`src/rtl/overlay_writer.sv`:
```
// Packs overlay-file ioctl bytes into 16-bit RBGA words and writes them to SDRAM; raises use_bg once a full overlay is stored.
// Latency: odd byte strobe at N -> FIFO push at N+1 -> mem_we at N+2; one word per cycle when mem_ready stays high.
// Backpressure: ioctl_wait is high while the word FIFO holds FIFO_DEPTH-1 or more entries; mem_we holds its word until mem_ready.
// Ports: clk_sys/reset_n (async active-low); ioctl_* HPS download stream in, ioctl_wait out;
//        mem_addr/mem_din/mem_we out with mem_ready in (request/acknowledge write port);
//        sdram_present in; use_bg (overlay valid) and done (one-cycle commit pulse) out.
module overlay_writer #(
   parameter int         ADDR_W     = 25,
   parameter int         FIFO_DEPTH = 4,
   parameter logic [7:0] OVR_INDEX  = 8'd2
) (
   input  logic              clk_sys,
   input  logic              reset_n,
   input  logic              ioctl_download,
   input  logic [7:0]        ioctl_index,
   input  logic              ioctl_wr,
   input  logic [ADDR_W-1:0] ioctl_addr,
   input  logic [7:0]        ioctl_dout,
   output logic              ioctl_wait,
   input  logic              sdram_present,
   output logic [ADDR_W-1:0] mem_addr,
   output logic [15:0]       mem_din,
   output logic              mem_we,
   input  logic              mem_ready,
   output logic              use_bg,
   output logic              done
);
   localparam int PTR_W = (FIFO_DEPTH > 1) ? $clog2(FIFO_DEPTH) : 1;
   localparam int CNT_W = PTR_W + 1;

   typedef enum logic [1:0] {S_IDLE, S_LOAD, S_FLUSH, S_DONE} state_t;

   state_t            state_q;
   logic              act, act_q, act_rise, pend_q;
   logic              use_bg_q, done_q;
   logic              wr_byte, odd_pair, pop, flush_ok, enter_load;

   // Pair latch: holds an even byte until its odd partner arrives.
   logic              lat_vld_q, lat_vld_d;
   logic [ADDR_W-1:0] lat_addr_q, lat_addr_d;
   logic [7:0]        lat_dat_q, lat_dat_d;

   // One-cycle push stage in front of the FIFO; it commits every cycle.
   logic              push_vld_q, push_vld_d;
   logic [ADDR_W-1:0] push_addr_q, push_addr_d;
   logic [15:0]       push_dat_q, push_dat_d;

   logic [ADDR_W-1:0] fifo_addr_q [FIFO_DEPTH];
   logic [15:0]       fifo_dat_q  [FIFO_DEPTH];
   logic [PTR_W-1:0]  wr_ptr_q, rd_ptr_q;
   logic [CNT_W-1:0]  cnt_q;
   logic [23:0]       wcnt_q;

   assign act        = ioctl_download & (ioctl_index == OVR_INDEX);
   assign act_rise   = act & ~act_q;
   assign wr_byte    = ioctl_wr & act & (state_q == S_LOAD);
   assign odd_pair   = lat_vld_q & (ioctl_addr == lat_addr_q + ADDR_W'(1));
   assign pop        = mem_we & mem_ready;
   assign flush_ok   = ~lat_vld_q & ~push_vld_q & (cnt_q == '0);
   assign enter_load = ((state_q == S_IDLE) & act_rise) |
                       ((state_q == S_DONE) & (pend_q | act_rise));

   // Head entry is read straight from the storage registers; it only moves on a pop,
   // so address/data stay put while a request is outstanding.
   assign mem_we     = (cnt_q != '0);
   assign mem_addr   = fifo_addr_q[rd_ptr_q];
   assign mem_din    = fifo_dat_q[rd_ptr_q];
   // Threshold one below full leaves room for the single byte already past the stall.
   assign ioctl_wait = (cnt_q >= CNT_W'(FIFO_DEPTH - 1));
   assign use_bg     = use_bg_q;
   assign done       = done_q;

   always_comb begin
      push_vld_d  = 1'b0;
      push_addr_d = lat_addr_q;
      push_dat_d  = {8'h00, lat_dat_q};
      lat_vld_d   = lat_vld_q;
      lat_addr_d  = lat_addr_q;
      lat_dat_d   = lat_dat_q;
      if (wr_byte) begin
         if (!ioctl_addr[0]) begin
            // An orphaned even byte is written out alone before the new one is latched.
            push_vld_d = lat_vld_q;
            lat_vld_d  = 1'b1;
            lat_addr_d = ioctl_addr;
            lat_dat_d  = ioctl_dout;
         end else if (odd_pair) begin
            push_vld_d = 1'b1;
            push_dat_d = {ioctl_dout, lat_dat_q};
            lat_vld_d  = 1'b0;
         end else begin
            // Unpaired odd byte: written with a zero low byte, latch left alone.
            push_vld_d  = 1'b1;
            push_addr_d = {ioctl_addr[ADDR_W-1:1], 1'b0};
            push_dat_d  = {ioctl_dout, 8'h00};
         end
      end else if ((state_q == S_FLUSH) && lat_vld_q) begin
         push_vld_d = 1'b1;
         lat_vld_d  = 1'b0;
      end
   end

   always_ff @(posedge clk_sys or negedge reset_n) begin
      if (!reset_n) begin
         lat_vld_q   <= 1'b0;
         lat_addr_q  <= '0;
         lat_dat_q   <= '0;
         push_vld_q  <= 1'b0;
         push_addr_q <= '0;
         push_dat_q  <= '0;
         wr_ptr_q    <= '0;
         rd_ptr_q    <= '0;
         cnt_q       <= '0;
         wcnt_q      <= '0;
         for (int i = 0; i < FIFO_DEPTH; i++) begin
            fifo_addr_q[i] <= '0;
            fifo_dat_q[i]  <= '0;
         end
      end else if (enter_load) begin
         lat_vld_q  <= 1'b0;
         push_vld_q <= 1'b0;
         wr_ptr_q   <= '0;
         rd_ptr_q   <= '0;
         cnt_q      <= '0;
         wcnt_q     <= '0;
      end else begin
         lat_vld_q   <= lat_vld_d;
         lat_addr_q  <= lat_addr_d;
         lat_dat_q   <= lat_dat_d;
         push_vld_q  <= push_vld_d;
         push_addr_q <= push_addr_d;
         push_dat_q  <= push_dat_d;
         if (push_vld_q) begin
            fifo_addr_q[wr_ptr_q] <= push_addr_q;
            fifo_dat_q[wr_ptr_q]  <= push_dat_q;
            wr_ptr_q              <= wr_ptr_q + PTR_W'(1);
         end
         if (pop) begin
            rd_ptr_q <= rd_ptr_q + PTR_W'(1);
            if (wcnt_q != '1) wcnt_q <= wcnt_q + 24'd1;
         end
         if (push_vld_q && !pop)      cnt_q <= cnt_q + CNT_W'(1);
         else if (!push_vld_q && pop) cnt_q <= cnt_q - CNT_W'(1);
      end
   end

   always_ff @(posedge clk_sys or negedge reset_n) begin
      if (!reset_n) begin
         state_q  <= S_IDLE;
         act_q    <= 1'b0;
         pend_q   <= 1'b0;
         use_bg_q <= 1'b0;
         done_q   <= 1'b0;
      end else begin
         act_q  <= act;
         done_q <= 1'b0;
         case (state_q)
            S_IDLE: begin
               if (act_rise) begin
                  state_q  <= S_LOAD;
                  use_bg_q <= 1'b0;
               end
            end
            S_LOAD: begin
               if (!act) state_q <= S_FLUSH;
            end
            S_FLUSH: begin
               // A new download starting during the flush is remembered and started after DONE.
               if (act_rise) pend_q <= 1'b1;
               if (flush_ok) begin
                  state_q <= S_DONE;
                  done_q  <= 1'b1;
               end
            end
            default: begin
               if (pend_q || act_rise) begin
                  state_q  <= S_LOAD;
                  pend_q   <= 1'b0;
                  use_bg_q <= 1'b0;
               end else begin
                  state_q  <= S_IDLE;
                  use_bg_q <= sdram_present & (wcnt_q != '0);
               end
            end
         endcase
      end
   end

   a_no_overflow: assert property (@(posedge clk_sys) disable iff (!reset_n)
      !(push_vld_q && !pop && (cnt_q == CNT_W'(FIFO_DEPTH))));

endmodule

```
`config.mk`:
```
export PLATFORM = sky130hd
export DESIGN_NAME = overlay_writer
export DESIGN_NICKNAME = d
export VERILOG_FILES = /design/src/rtl/overlay_writer.sv
export SDC_FILE = /design/constraint.sdc
export NUM_CORES = 1
export LEC_CHECK = 0
export ABC_AREA = 1
export CORE_ASPECT_RATIO = 1.2
export CORE_MARGIN = 5
export CORE_UTILIZATION = 30
export DETAILED_ROUTE_END_ITERATION = 6
export PLACE_DENSITY = 0.52
export SKIP_LAST_GASP = 1
export SYNTH_ARGS = -nofsm -noshare
export SYNTH_HDL_FRONTEND = slang
export SYNTH_SLANG_ARGS = --single-unit
```
`constraint.sdc`:
```
create_clock -name clk_sys -period 4.2 [get_ports clk_sys]
set_input_delay 1.26 -clock clk_sys [delete_from_list [all_inputs] [get_ports clk_sys]]
set_output_delay 1.26 -clock clk_sys [all_outputs]
set_load 0.05 [all_outputs]
```
* Yosys cells after proc, flatten, opt, wreduce, memory -nomap -nowiden *
Cells that the tools add are included.

word-level totals
  register bits = 276
  output and inout port bits = 45
  word-level logic and storage cells = 142
  input port bits = 47

cells by class
  mux-type cells = 50
  bitwise logic cells = 22
  reductions and logical operators = 26
  order comparisons = 4
  equality and inequality tests = 11
  add/sub/neg operators = 6

operators by type and width
  cell                                           number
  two-way mux 25 bit                             6
  bitwise mux 100 bit                            1
  two-way mux 16 bit                             5
  two-way mux 24 bit                             3
  bitwise mux 64 bit                             1
  binary-select mux 25 bit (select 2 bit)        1
  demux 25 bit (select 2 bit)                    1
  binary-select mux 16 bit (select 2 bit)        1
  demux 16 bit (select 2 bit)                    1
  adder 25 x 1 -> 25 bit, second input constant  1
  == test 25 bit                                 1
  adder 24 x 1 -> 24 bit, second input constant  1
  != test 24 bit, second input constant          1
  nonzero test 24 bit                            1
  two-way mux 1 bit                              16
  two-way mux 2 bit                              7
  AND 1 bit                                      11
  two-way mux 3 bit                              3
  AND reduction 3 bit                            3
  nonzero test 3 bit                             3
  == test 8 x 2 -> 1 bit, second input constant  1
  two-way mux 8 bit                              1
  != test 2 bit, second input constant           4
  AND reduction 2 bit                            4
  21 further kinds                               41

* Logic depth before layout (Yosys ltp) *
Gate-level depths: netlist (run 1).

  depth in word-level cells = 8
  gate-level depth with buffers = 14
  gate-level depth less buffers = 14

* Least setup slack after synthesis (run 1) *
Ideal clock, no wire load.

  kind = flip-flop to output port
  start point = register rd_ptr_q[0]
  end point = output mem_addr[10]
  path buffers = 2
  arrival time = 1.769 ns
  path slack = 1.171 ns
  cell stages (with the launch flop) = 6
  data required time = 2.940 ns
  path through = dfrtp_1 -> clkbuf_1 -> inv_2 -> clkbuf_1 -> nor2_1 -> o22ai_1

between the ends
  word-level cells in the longest chain between the ends = 4

RTL lines
  what                                                    line  source
  from (decl)                                             50    logic [PTR_W-1:0] wr_ptr_q, rd_ptr_q;
  from (signal assigned)                                  139   rd_ptr_q <= rd_ptr_q + PTR_W'(1);
  inverter 2 -> 3 bit (implied by the code)               66    assign mem_addr = fifo_addr_q[rd_ptr_q];
  binary-select mux 25 bit (select 2 bit)                 66
  two-way mux 25 bit (implied by the code) (2 in series)  66
  to (decl)                                               21    output logic [ADDR_W-1:0] mem_addr,

No other way between the ends. The select of a mux whose other input is x is not followed.

* Worst setup path after layout (run 1) *
  start point = register rd_ptr_q[0]
  end point = output mem_addr[20]

Same word-level chain as after synthesis.

==> impl.org, run 1 <==
** Routing
- DRT Pass-1 Iters :: 5
- Across all layers, the routed design uses 11,698 vias.
- DRC viols :: 0
- The first routing iteration left 754 violations.
- Count of nets left with antenna violations after detail routing :: 0
- Using the TritonRoute via totals, the vias-per-cell ratio works out to 4.77.
- Summed over all layers, the routed wires come to 38,700 µm.
- Routed wire length per instance :: 15.8 µm

** Synthesis
- After synthesis the cells add up to 13,700 µm².
- Sequential fraction of the synthesis area :: 49.5%
- FF+latch count, synth :: 271
- Gate count after technology mapping :: 1,788
- Synth Area per Inst :: 7.67 µm²
- For this run, the number of Yosys warnings is 0.
- In this run, distinct cell masters in the synthesized netlist total 39.
- The number of nets in the synthesized netlist is 1,847.

** Placement
- After detailed placement, the total cell area comes to 15,500 µm².
- Setup WS pre-CTS :: 0.389 ns
- Routability cong. :: 0.830
- Placed cell count :: 2,401
- Port bufs :: 90
- The HPWL after detailed placement is 24,300 µm.

** Finish
- From synthesis to final layout, the design area changed by 20.5%.
- After routing the design area is 16,500 µm².
- For this run, the post-layout net count is 1,882.
- Final cell utilization of the core :: 36.6%
- Final cell count without fillers :: 2,454
- Of the cells placed in the final design, the portion with a size suffix greater than 1 is 8.73%.
- Final antenna diode count :: 0

** Worst setup path
- In this run the worst path has a maximum fanout of 81.
- STA puts the critical path data arrival time at 2.52 ns.
- Data required time at the worst endpoint :: 2.94 ns
- The worst setup path is launched from a flop.
- Crit end category :: primary output
- Crit path kind :: reg -> out

** Clock network
- Cell at the root of the clock tree :: sky130_fd_sc_hd__clkbuf_16
- The clock reaches the later pin of the worst-skew pair after 0.55 ns.
- The clock passes through at most 3 buffers.
- Post-CTS Repair Setup Buffers :: 0
- For this design, the sink count on the clock tree is 271.
- The number of gates resized after CTS was 0.
- H-tree depth :: 1
- Clock tree from TritonCTS :: built
- After clock tree synthesis, the clock-pin slew on the worst setup and hold paths is 0.06 ns.
- Total of hold buffers inserted after clock tree synthesis :: 0
- Number of CTS-inserted buffers :: 29

** Outcome
- Result of the run :: complete, no violations

** Global route
- Largest net degree at the start of global routing :: 98
- The number of global-route vias before repair was 11,278.
- The initial antenna violation count was 1.
- Global-route total usage across every layer :: 15.1%
- The total overflow left after global routing is 0.
- Global-route wire length before repair :: 62,100 µm

** Power and ir drop
- Net switching is 41.0% of the power.
- Internal :: 6.85 mW
- IR analysis of the VDD net gives a maximum drop of 363 µV.
- Of the total power, registers draw 29.6%.
- Final Power :: 11.6 mW
- Clock network fraction of total power :: 23.7%
- Pleak :: 7.96 nW
- In this run the power spent charging and discharging nets is 4.76 mW.
- Combinational logic burns 46.7% of the power.
- Total power density per cell area :: 703 nW/µm²

** Timing
- Top achievable clock speed :: 264 MHz
- Final setup slack of the worst path :: 0.415 ns
- Final count of hold timing violations :: 0
- Pins over their slew limit :: 0
- Summed over all failing endpoints, the final setup total negative slack is 0 ns.
- Hold WS :: 0.491 ns
- Transition time at the pin with the least slew margin :: 0.909 ns
- The smallest clock period supported by the final layout is computed as 3.78 ns.
- After layout, the worst path uses 90.1% of the clock period.
- Final Setup Violations :: 0
- Setup repair after global routing missed its margin :: no
- The worst pin sits at a relative slew slack of 39.3%.
- Worst clock skew on the final layout :: 0.0160 ns

** Floorplanning
- The die covers 50,100 µm².
- Cell row count :: 85
- Core ar. :: 45,100 µm²
- In this run the count of I/O pins placed on the die edge is 92.
- Horizontal die dimension :: 205 µm
- Height of the die :: 244 µm
- For this configuration, the core starts out at a cell density of 30.4%.

** Min path
- Worst min path class :: reg -> reg

** Flow run
- The tool flagged a number of max-cap violations equal to 0.
## final cells by class
class                           count  area, µm²
Fill cell                        4752      28600
Clock buffer                       44        852
Tap cell                          609        762
Clock inverter                      9        170
Multi-Input combinational cell   1291       5950
Inverter                          118        443
Timing Repair Buffer              112       1560
Sequential cell                   271       6780
## final timing paths
check,to,cells past startpoint,slack (ns),startpoint
setup / recovery,mem_addr[20],4,0.42,rd_ptr_q[0]
hold / removal,fifo_addr_q[58],2,0.49,fifo_addr_q[58]
setup reg to reg,lat_addr_q[12],10,1.61,state_q[0]
hold reg to reg,fifo_addr_q[58],2,0.49,fifo_addr_q[58]
max in group asynchronous,lat_addr_q[10],2,2.62,reset_n
min in group asynchronous,lat_addr_q[16],1,0.75,reset_n
## sequential cells by signal, summed over array words and instances (netlist names), 2 cells and up
register     cells
fifo_addr_q     96
fifo_dat_q      64
lat_addr_q      24
push_addr_q     24
wcnt_q          24
push_dat_q      16
lat_dat_q        8
cnt_q            3
rd_ptr_q         2
state_q          2
wr_ptr_q         2
## layer usage
layer | track usage (%) | vias up | part of all wire, %
li1 | - | 5855 | -
met3 | 2.09 | 51 | 5.1
met2 | 24.9 | 249 | 47
met5 | 0 | - | 0.028
met1 | 21.0 | 5541 | 46
met4 | 3.98 | 2 | 2.0
## cell families (layout without fill, tap and decap cells)
logic type / count (synthesis) / count (layout) / share of synthesized area [%]
buf+inv: 226 / 283 / 7.24
compound gates: 409 / 409 / 16.0
xor+xnor: 13 / 13 / 0.830
flops: 271 / 271 / 49.5
fa+ha+maj: 12 / 12 / 1.15
other cells: 1 / 1 / 0.0274
simple gates: 856 / 856 / 25.3
## cell usage in the layout, fill, tap and decap left out, drive strengths merged
cell and count:
nor2 168, and3 1, buf 63, a21oi 40, nand3b 2, nand4 24
nor4 2, inv 118, nor3b 2, conb 1, nor3 14, nand2 592
clkinv 4, clkbuf 44, fa 1, xor2 7, nand3 51, bufinv 5
clkdlybuf4s50 49, ha 11, o311ai 1, o21ai 326, dfrtp 271, o22ai 41
xnor2 6, o31ai 1
## power groups by stage
stage	sequential, mW	combinational [mW]	clock, mW
floorplan	3.42	3.07	0
global placement	3.47	5.47	0
detailed placement	3.48	5.50	0
CTS	3.44	5.51	2.82
global route	3.50	5.83	2.92
finish	3.43	5.42	2.75
## synthesized netlist by cell type, drive strengths merged
library cell / n / share of area, %
a21oi: 40 / 2.0
and3: 1 / 0.046
buf: 51 / 2.4
clkbuf: 57 / 1.6
conb: 1 / 0.027
dfrtp: 271 / 49
fa: 1 / 0.15
ha: 11 / 1.0
inv: 118 / 3.2
nand2: 592 / 16
nand3: 51 / 2.0
nand3b: 2 / 0.11
nand4: 24 / 1.1
nor2: 168 / 4.8
nor3: 14 / 0.67
nor3b: 2 / 0.11
nor4: 2 / 0.091
o21ai: 326 / 12
o22ai: 41 / 1.9
o311ai: 1 / 0.064
o31ai: 1 / 0.055
xnor2: 6 / 0.38
xor2: 7 / 0.45
## worst max-delay path, cell delays in order (launching register included)
cell and delay, ns:
sky130_fd_sc_hd__dfrtp_2 0.36, sky130_fd_sc_hd__buf_4 0.69, sky130_fd_sc_hd__o21ai_0 0.23, sky130_fd_sc_hd__o22ai_1 0.45, sky130_fd_sc_hd__buf_12 0.20
(Power assumes the default switching activity.)
==> inputs of run 2 (changes only) <==
- CORE_MARGIN: 5 -> 8
- PLACE_DENSITY: 0.52 -> 0.56
==> run 2 against run 1 <==
Compared with the run above:
- combinational power about the same
- clock skew increased by 0.0042 ns
- clock power shrank 2%
- first-iteration DRC count grew 12%
- critical path depth rose by 1
- cell area fell by 0.21%
- final cell count grew 0.29%
- hold slack better by 0.0020 ns
- via count is 0.10% higher
- critical path type unchanged
- critical endpoint is now mem_addr[24]
- largest cell class unchanged
- largest power group unchanged
- highest routed layer unchanged
==> impl.org, run 2 (same netlist as run 1, synthesis figures left out) <==
** Clock network
- In this run the post-CTS setup repair buffer count came out at 0.
- Cell at the root of the clock tree :: sky130_fd_sc_hd__clkbuf_16
- After clock tree synthesis, the clock-pin slew on the worst setup and hold paths is 0.06 ns.
- Sink Count :: 271
- H-tree depth :: 1
- In this run, CTS created clock tree buffers numbering 28.
- Once the clock tree was built, the resizer swapped 0 gates to a different size.
- TritonCTS built the clock tree.
- For the worst-skew pair, the clock arrives at the later sink with an insertion delay of 0.56 ns.
- Clock buffer depth :: 3
- Total of hold buffers inserted after clock tree synthesis :: 0

** Global route
- Largest net degree at the start of global routing :: 161
- For this run, the total global-route usage over all layers was measured as 14.7%.
- The initial antenna violation count is 2.
- The number of global-route vias before repair is 11,488.
- Global-route wire length before repair :: 63,700 µm
- After global routing the overflow that remains totals 0.

** Floorplanning
- Cell row count :: 86
- The total area inside the core boundary comes to 45,500 µm².
- Horizontal die dimension :: 211 µm
- For this configuration, the core starts out at a cell density of 30.1%.
- Height of the die :: 250 µm
- The die covers 52,800 µm².
- Ports :: 92

** Finish
- Final antenna diode count :: 0
- From synthesis to final layout, the design area changed by 20.2%.
- Of the cells placed in the final design, the portion with a size suffix greater than 1 is 8.94%.
- Fill cells in the final layout number 4,759.
- Leaving out fill and tap cells, the most frequent cells in the layout are 586 x sky130_fd_sc_hd__nand2_1, 314 x sky130_fd_sc_hd__o21ai_0, 270 x sky130_fd_sc_hd__dfrtp_1.
- Final net count :: 1,883
- The register with the most flip-flops in the layout has 96 of them.
- The largest registers in the layout are fifo_addr_q: 96 flops, fifo_dat_q: 64 flops.
- Ranked by flip-flop count, first place goes to fifo_addr_q.
- Leading cell type in the layout, fill and taps excluded :: sky130_fd_sc_hd__nand2_1

** Worst setup path
- Highest cell delay on the worst timing path :: 0.58 ns
- The largest individual stage delay along the critical path comes from the cell sky130_fd_sc_hd__dfrtp_2.
- Crit path kind :: reg -> out
- In this run the worst setup path begins at rd_ptr_q[0].
- In this run the worst path has a maximum fanout of 33.
- For the worst setup path, the data required time is 2.94 ns.
- Critical path, cell by cell :: inv_2, buf_4, nor2_1, o22ai_1, buf_12
- Crit end category :: primary output
- The worst register-to-register path begins at cnt_q[1].
- WP data arrival :: 2.52 ns
- Launching element type of the critical path :: flop

** Routing
- DRT Pass-1 Iters :: 7
- After detailed routing, the average wire length per cell comes to 15.9 µm.
- Count of nets left with antenna violations after detail routing :: 0
- Total Wirelength :: 39,200 µm
- For this block, the via count after detailed routing is 11,710.
- 1st-iter DRT viols :: 846
- In the routed layout, each cell is associated on average with a via count of 4.76.
- In the routed design, unresolved DRC markers number 0.

** Power and ir drop
- Dividing total power by cell area gives a power density of 701 nW/µm².
- The analysis attributes to cell leakage a power of 7.96 nW.
- Final Power :: 11.6 mW
- VDD sags by at most 329 µV.

** Outcome
- Result of the run :: complete, no violations

** Timing
- Setup repair after global routing left no endpoint under its margin.
- Worst clock skew on the final layout :: 0.0202 ns
- Transition time at the pin with the least slew margin :: 0.930 ns
- The number of pins with negative max-slew slack in the final report came to 0.
- In this run the tightest slew margin relative to its limit is 37.9%.
- Final TNS setup :: 0 ns
- Final worst path period share :: 90.0%
- Top achievable clock speed :: 265 MHz
- Final Setup Violations :: 0
- Final count of hold timing violations :: 0
- After layout, the minimum clock period comes to 3.78 ns.

** Placement
- The congestion estimate from routability-driven global placement came to 0.833.
- DP Wirelength :: 24,500 µm
- In this run the tool buffered the top-level ports with 90 buffer cells.

** Flow run
- Max-cap violations in this run came to 0.

** Min path
- The path class of the tightest hold or removal check is reg -> reg.
- The worst hold path begins at fifo_dat_q[16].
## run 2: cell type report
class	instances	area (µm²)	share of cell area [%]
clock buffer	41	851	5.16
clock inverter	10	150	0.911
inverter	118	443	2.69
multi-input combinational	1291	5950	36.1
sequential	271	6780	41.2
tap	616	771	4.68
timing repair buffer	114	1540	9.32
## run 2: stage by stage
step	std cells	setup WS, ns	hold slack, ns	area (µm²)	utilization (%)
floorplan	1788	1.17	0.459	13700	-
finish	2461	0.420	0.493	16500	36.2
CTS	2461	0.388	0.496	16500	36.2
global placement	2410	0.891	0.476	15500	34.0
global route	2461	0.289	0.513	16500	36.2
detailed placement	2410	0.838	0.481	15500	34.0
## run 2: routing by layer
metal / track usage (%) / up-vias / part of all wire [%]
li1: - / 5862 / -
met1: 19.4 / 5521 / 45
met2: 24.6 / 259 / 48
met3: 2.15 / 64 / 4.8
met4: 4.56 / 4 / 2.5
met5: 0 / - / 0.059
## run 2: power breakdown
group          total [mW]  leakage, nW  switching, mW  internal, mW
registers            3.47         3.33          0.310          3.16
clock network        2.69        0.500           1.05          1.64
logic                5.39         4.13           3.40          1.99
## run 2: worst paths after layout
kind / to / slack [ns] / cells past startpoint
worst max register to register: cnt_q[1] / 1.94 / 9
min in group asynchronous: lat_addr_q[16] / 0.67 / 1
max in group asynchronous: fifo_addr_q[98] / 2.60 / 2
worst min-delay path: fifo_dat_q[16] / 0.49 / 2
worst max-delay path: mem_addr[24] / 0.42 / 5
worst min register to register: fifo_dat_q[16] / 0.49 / 2
## run 2: critical path: cells and delay by family, from the launching register on
kind                   cells  cell delay [ns]
buffers and inverters      3             0.88
AND/OR/NAND/NOR            1             0.07
flip-flops                 1             0.58
AO/OA/AOI/OAI              1             0.43
